### src/rtl/cpu_types_pkg.sv
// Shared CPU-side types: RAM handshake state and default bus widths.
package cpu_types_pkg;

  localparam int DEF_ADDR_W = 32;
  localparam int DEF_DATA_W = 32;

  typedef enum logic [1:0] {
    FREE   = 2'd0,
    BUSY   = 2'd1,
    ACCESS = 2'd2,
    ERROR  = 2'd3
  } ramstate_t;

  typedef logic [DEF_DATA_W-1:0] word_t;

endpackage

### src/rtl/memory_response_ctrl.sv
// Arbitrates instruction and data requests onto the single RAM port and
// returns one-cycle ihit/dhit pulses with registered load data.
module memory_response_ctrl
  import cpu_types_pkg::*;
#(
  parameter int ADDR_W  = DEF_ADDR_W,
  parameter int DATA_W  = DEF_DATA_W,
  parameter int TIMEOUT = 15
) (
  input  logic              CLK,
  input  logic              nRST,
  input  logic              iREN,
  input  logic [ADDR_W-1:0] iaddr,
  input  logic              dREN,
  input  logic              dWEN,
  input  logic [ADDR_W-1:0] daddr,
  input  logic [DATA_W-1:0] dstore,
  output logic              ihit,
  output logic              dhit,
  output logic [DATA_W-1:0] iload,
  output logic [DATA_W-1:0] dload,
  output logic              ramREN,
  output logic              ramWEN,
  output logic [ADDR_W-1:0] ramaddr,
  output logic [DATA_W-1:0] ramstore,
  input  logic [DATA_W-1:0] ramload,
  input  logic [1:0]        ramstate,
  output logic              mem_err
);

  typedef enum logic [1:0] {IDLE, DACC, IACC, DONE} resp_state_t;

  localparam logic [7:0]        TMO        = 8'(TIMEOUT);
  localparam logic [ADDR_W-1:0] ALIGN_MASK = ~ADDR_W'(3);

  resp_state_t       state;
  logic [7:0]        waitCnt;
  ramstate_t         rs;
  logic              dreq;
  logic              dread;
  logic              giveUp;
  logic [ADDR_W-1:0] dalign;
  logic [ADDR_W-1:0] ialign;

  assign rs     = ramstate_t'(ramstate);
  assign dreq   = dREN | dWEN;
  assign dread  = dREN & ~dWEN;
  assign giveUp = (rs == ERROR) || (waitCnt == TMO);
  assign dalign = daddr & ALIGN_MASK;
  assign ialign = iaddr & ALIGN_MASK;

  // Completion outranks abort: a finished access is always reported even if the request drops.
  always_ff @(posedge CLK or negedge nRST) begin
    if (!nRST) begin
      state    <= IDLE;
      waitCnt  <= '0;
      ihit     <= 1'b0;
      dhit     <= 1'b0;
      iload    <= '0;
      dload    <= '0;
      ramREN   <= 1'b0;
      ramWEN   <= 1'b0;
      ramaddr  <= '0;
      ramstore <= '0;
      mem_err  <= 1'b0;
    end else begin
      ihit <= 1'b0;
      dhit <= 1'b0;
      case (state)
        IDLE: begin
          waitCnt <= '0;
          if (dreq) begin
            state    <= DACC;
            ramaddr  <= dalign;
            ramstore <= dstore;
            ramWEN   <= dWEN;
            ramREN   <= dread;
          end else if (iREN) begin
            state   <= IACC;
            ramaddr <= ialign;
            ramREN  <= 1'b1;
            ramWEN  <= 1'b0;
          end else begin
            ramREN <= 1'b0;
            ramWEN <= 1'b0;
          end
        end
        DACC: begin
          if (rs != ACCESS && waitCnt != TMO) waitCnt <= waitCnt + 8'd1;
          if (rs == ACCESS) begin
            if (dread) dload <= ramload;
            dhit   <= 1'b1;
            state  <= DONE;
            ramREN <= 1'b0;
            ramWEN <= 1'b0;
          end else if (giveUp) begin
            mem_err <= 1'b1;
            dhit    <= 1'b1;
            state   <= DONE;
            ramREN  <= 1'b0;
            ramWEN  <= 1'b0;
          end else if (!dreq) begin
            state  <= IDLE;
            ramREN <= 1'b0;
            ramWEN <= 1'b0;
          end else begin
            ramaddr  <= dalign;
            ramstore <= dstore;
            ramWEN   <= dWEN;
            ramREN   <= dread;
          end
        end
        IACC: begin
          if (rs != ACCESS && waitCnt != TMO) waitCnt <= waitCnt + 8'd1;
          if (rs == ACCESS) begin
            iload  <= ramload;
            ihit   <= 1'b1;
            state  <= DONE;
            ramREN <= 1'b0;
          end else if (giveUp) begin
            mem_err <= 1'b1;
            ihit    <= 1'b1;
            state   <= DONE;
            ramREN  <= 1'b0;
          end else if (!iREN) begin
            state  <= IDLE;
            ramREN <= 1'b0;
          end else begin
            ramaddr <= ialign;
            ramREN  <= 1'b1;
          end
        end
        DONE: begin
          state  <= IDLE;
          ramREN <= 1'b0;
          ramWEN <= 1'b0;
        end
        default: state <= IDLE;
      endcase
    end
  end

endmodule

### config.mk
export PLATFORM = sky130hd
export DESIGN_NAME = memory_response_ctrl
export DESIGN_NICKNAME = d
export VERILOG_FILES = /design/src/rtl/cpu_types_pkg.sv /design/src/rtl/memory_response_ctrl.sv
export SDC_FILE = /design/constraint.sdc
export NUM_CORES = 1
export LEC_CHECK = 0
export CAP_MARGIN = 20
export CELL_PAD_IN_SITES_DETAIL_PLACEMENT = 1
export CELL_PAD_IN_SITES_GLOBAL_PLACEMENT = 2
export CORE_MARGIN = 4
export CORE_UTILIZATION = 24
export CTS_CLUSTER_SIZE = 10
export DETAILED_ROUTE_END_ITERATION = 8
export PLACE_DENSITY = 0.86
export SKIP_CTS_REPAIR_TIMING = 1
export SYNTH_ARGS = -nofsm -noshare
export SYNTH_HDL_FRONTEND = slang
export SYNTH_SLANG_ARGS = --single-unit
### constraint.sdc
create_clock -name CLK -period 2 [get_ports CLK]
set_input_delay 0.2 -clock CLK [delete_from_list [all_inputs] [get_ports CLK]]
set_output_delay 0.2 -clock CLK [all_outputs]
set_load 0.01 [all_outputs]
Yosys cells after proc, flatten, opt, wreduce, memory -nomap -nowiden
Cells that the tools add are included.

Bits in registers: 143. Word-level logic and storage cells: 87. Input port bits: 135. Output and inout bits: 133.

Muxes and demuxes: 39. Eq/ne operators: 17. Add/sub/neg operators: 1. Bitwise gates (word level): 4. Reduce and logical (&&, ||, !) cells: 15.

Operators by type and width (number): 32-bit two-way mux (10); 32-bit case mux with 3 select lines (1); 32-bit case mux with 2 select lines (1); 2-bit two-way mux (8); 8-bit case mux with 2 select lines (1); 1-bit two-way mux (14); 2-bit inequality test (second input constant) (6); 3-bit AND reduction (4); 8-bit by 1-bit adder with 8-bit output (second input constant) (1); 2-bit == test (second input constant) (4); 8-bit by 4-bit == test with 1-bit output (second input constant) (1); 8-bit two-way mux (1); 4-bit inequality test (second input constant) (2); 8-bit by 4-bit inequality test with 1-bit output (second input constant) (1); 2-bit case mux with 4 select lines (1); 6-bit AND reduction (1); 3-bit nonzero test (2); 1-bit case mux with 4 select lines (1); 2-bit AND reduction (2); 2-bit nonzero test (2); 3-bit inequality test (second input constant) (1); 1-bit case mux with 3 select lines (1); 2-bit by 1-bit == test with 1-bit output (second input constant) (1); 2-bit zero test (1); 7 further kinds (8).

Logic depth before layout (Yosys ltp)
Depth after elaboration: 6. Gate-level depth with buffers: 8. Gate-level depth less buffers: 6.

Least setup slack after synthesis
Ideal clock, no wire load.

Path kind: reg2reg. Start: reg waitCnt[0]. End: reg ramstore[10]. Cell stages (with the launch flop): 7. Path slack: 0.018 ns. Buffers on the path: 1. Period minus slack after synthesis: 1.982 ns. Library setup time: 0.125 ns. Arrival: 1.857 ns. Cells stage by stage: dfrtp_1 ha_1 and3_2 a211o_2 a21oi_4 buf_6 mux2_4.

Word-level cells in the longest chain between the ends: 4.

Ends and longest elaborated chain: start, declared (line memory_response_ctrl.sv:37) `logic [7:0] waitCnt;`; start signal, assigned (line memory_response_ctrl.sv:89) `if (rs != ACCESS && waitCnt != TMO) waitCnt <= waitCnt + 8'd1;`; start signal, assigned (line memory_response_ctrl.sv:114) `if (rs != ACCESS && waitCnt != TMO) waitCnt <= waitCnt + 8'd1;`; 8-bit by 4-bit == test with 1-bit output (line memory_response_ctrl.sv:48) `assign giveUp = (rs == ERROR) || (waitCnt == TMO);`; 1-bit logical OR (line memory_response_ctrl.sv:48); 2-bit inequality test (no line); 3-bit AND reduction (no line); end signal, assigned (line memory_response_ctrl.sv:75) `ramstore <= dstore;`; end signal, assigned (line memory_response_ctrl.sv:108) `ramstore <= dstore;`; end, declared (line memory_response_ctrl.sv:25) `output logic [DATA_W-1:0] ramstore,`.

No other way between the ends. A chain may end at the register's enable or synchronous reset.

Final worst setup path
Start: reg waitCnt[1]. End: reg ramstore[11].

The elaborated chain is that of the path after synthesis.

==> impl_metrics.toml <==
[outcome]
outcome = "complete, but fails checks"
failed_checks = "negative setup slack"

[global_route]
grt_first_pass_wirelength_mm = 30.0
grtUsageMet1_pct = 15.2
global_route.usage.met2_pct = 23.7
grtUsageTotal_pct = 13.6
grt_util_met3_pct = 5.59
grt_max_degree = 63
top_usage_layer = "met2"
grt-ovfl-total = 0
antenna_found_initial = 0
first_global_vias = 5280

[floorplanning]
core-area_mm2 = 0.0244
start_util_pct = 24.5
row_count = 57
ios = 268
dieArea_mm2 = 0.0275
die_width_um = 166
die_y_um = 166

[worst_setup_path]
timing.setup.critical_path_class = "flop to flop"
startpoint_type = "flop"
crit_required_ps = 2290
ff2ff_setup_slack_ps = -60
cp_max_fo = 8
crit_arrival_ps = 2350
end_kind = "flop"

[synthesis]
ys_seq_area_share_pct = 59.9
postSynthNetCount = 551
syn_avg_cell_area_um2 = 14.6
synth_top_cell_by_area = "dfrtp_1"
yosysTopAreaCellShare_pct = 59.9
yosys.cell_types.count = 43
synth_warnings = 0
synth_top_flop_cell = "dfrtp_1"
postSynthCellCount = 410
yosys_register_bits = 143
async_flop_share_pct = 100
synth-edff-count = 0
ys_top_cells_by_area = "dfrtp_1, mux2_2, mux2_4, o2bb2ai_1, a22oi_1"
syn_area_mm2 = 0.00597

[timing]
fin_ws_ps = -59.0
tns_ps = -473
tightest_slew_ps = 453
fin_skew_ps = 10.6
period_minus_slack_ps = 2060
setup_viol = 15
fmax_ghz = 0.486
maxSlewViolCount = 0
fin_crit_sh_pct = 103
relSlewSlack_pct = 69.5
hold_viol = 0
rsz0062_at_grt = "yes"

[routing]
wl_per_cell_um = 19.6
drt_first_iter_violations = 137
drcViolationCount = 0
dr_total_vias = 4716
via_per_inst = 4.45
ant_nets = 0
drt_first_pass_iters = 4
routed_wl_mm = 20.7

[finish]
num-fill-cells = 2524
final_cell_count_no_fill = 1059
num_antenna_cells = 0
num-nets-final = 863
layout-drive-gt1-share_pct = 27.6
areaGrowthSynthToFinish_pct = 72.8

[clock_network]
cts.sinks = 143
clk_latency_ps = 410
root_buffer = "clkbuf_16"
cts_buffers = 17
h-tree-depth = 4
cts_tree = "yes"
clk_pin_slew_worst_paths_ps = 60
clockBufferDepth = 2

[pwr]
combPwrFrac_pct = 50.5
power.share.switching_pct = 32.3
power.density_mw_per_mm2 = 1650
p_leak_nw = 4.35
p_sw_mw = 5.51
p_clk_share_pct = 20.5
peakVddDrop_mv = 0.698
pwr-share-seq_pct = 29.0
internal_power_mw = 11.5

[placed_design]
gp_congestion = 0.762
io_buffers = 263
dp.cells = 1005
dpl.hpwl_mm = 13.7

[min_path]
hold_path_class = "input pin to asynchronous set/reset pin"

[flow_run]
max_cap_violations = 0
==> sequential cells by signal (all words and copies together) (netlist names) <==
signal and cells:
waitCnt 8, dhit 1, iload 32, ramstore 32, ihit 1, mem_err 1
dload 32, ramWEN 1, state 2, ramaddr 32, ramREN 1
==> power by group through the flow <==
stage | logic [mW] | registers [mW] | clock network, mW
floorplan | 2.94 | 5.53 | 0
global placement | 7.69 | 4.90 | 0
detailed placement | 7.81 | 4.96 | 0
CTS | 7.84 | 4.95 | 3.62
global route | 9.17 | 5.14 | 3.75
finish | 8.61 | 4.94 | 3.49
==> cell type report <==
cell class                      count  area, um2  share of cell area [%]
Inverter                            5       18.8                   0.182
Clock buffer                       21        470                    4.56
Sequential cell                   143       3580                    34.7
Tap cell                          324        405                    3.93
Multi-Input combinational cell    238       2350                    22.8
Clock inverter                     11        178                    1.72
Timing Repair Buffer              317       3320                    32.1
==> metal layers <==
| layer | wire length, um | vias up |
|---|---|---|
| met5 | 0 | - |
| met3 | 1440 | 20 |
| li1 | - | 2163 |
| met1 | 8060 | 2388 |
| met4 | 351 | 0 |
| met2 | 10900 | 145 |
==> synth_stat cells, types with 2 or more instances <==
cell type    n
a21oi_1      5
a22oi_1     31
a32o_1       2
and2_1       4
buf_2        8
buf_6        6
clkbuf_1    10
dfrtp_1    143
ha_1         6
inv_1        5
mux2_1       2
mux2_2      76
mux2_4      20
nand2_1      7
nand2b_1     2
nand3_1      3
nand3b_1     3
nand4_1      2
nor2_1       7
nor2b_1      2
o21a_1       3
o21ai_0      9
o2bb2ai_1   30
or3_1        3
xor2_1       3
==> logic make-up (layout without fill, tap and decap cells) <==
kind of cell | count (synthesis) | in the layout | share of synthesized area, %
flops | 143 | 143 | 59.9
mux | 98 | 98 | 19.7
compound gates | 91 | 91 | 11.9
simple gates | 40 | 40 | 4.08
buf+inv | 29 | 354 | 2.74
fa+ha+maj | 6 | 6 | 1.26
xor+xnor | 3 | 3 | 0.440
==> stage by stage <==
step | setup slack, ps | total power [mW] | utilization [%] | instance area (um2) | hold slack, ps
floorplan | 18.0 | 8.48 | - | 5970 | -95.6
global route | -77.5 | 18.1 | 42.3 | 10300 | 296
CTS | -67.2 | 16.4 | 40.5 | 9880 | -305
finish | -59.0 | 17.0 | 42.3 | 10300 | 273
detailed placement | -54.4 | 12.8 | 37.9 | 9240 | 156
global placement | -5.16 | 12.6 | 37.9 | 9240 | 161
==> worst max-delay path, stage by stage, from the launching register on <==
cell and delay [ps]:
dfrtp_1 380, ha_2 190, and3_4 180, a211o_4 350, a21oi_4 180, buf_6 170, clkbuf_16 180, mux2_4 300
==> path summary, 6_finish.rpt <==
kind | start | end | depth (start not counted)
max in group asynchronous | nRST | dload[18]$_DFFE_PN0P_ | 3
setup / recovery | waitCnt[1]$_DFFE_PN0P_ | ramstore[11]$_DFFE_PN0P_ | 7
setup reg to reg | waitCnt[1]$_DFFE_PN0P_ | ramstore[11]$_DFFE_PN0P_ | 7
hold reg to reg | dload[6]$_DFFE_PN0P_ | dload[6]$_DFFE_PN0P_ | 1
hold / removal | nRST | iload[5]$_DFFE_PN0P_ | 2
min in group CLK | dstore[28] | ramstore[28]$_DFFE_PN0P_ | 2
==> placed cells by master (no fill, tap or decap), types with 9 or more instances in the layout <==
master / count
o2bb2ai_1: 30
clkdlybuf4s50_1: 262
buf_12: 10
a22oi_1: 30
buf_4: 29
clkbuf_16: 24
dfrtp_1: 143
mux2_2: 66
mux2_4: 30
o21ai_0: 9
(Power assumes the default switching activity.)
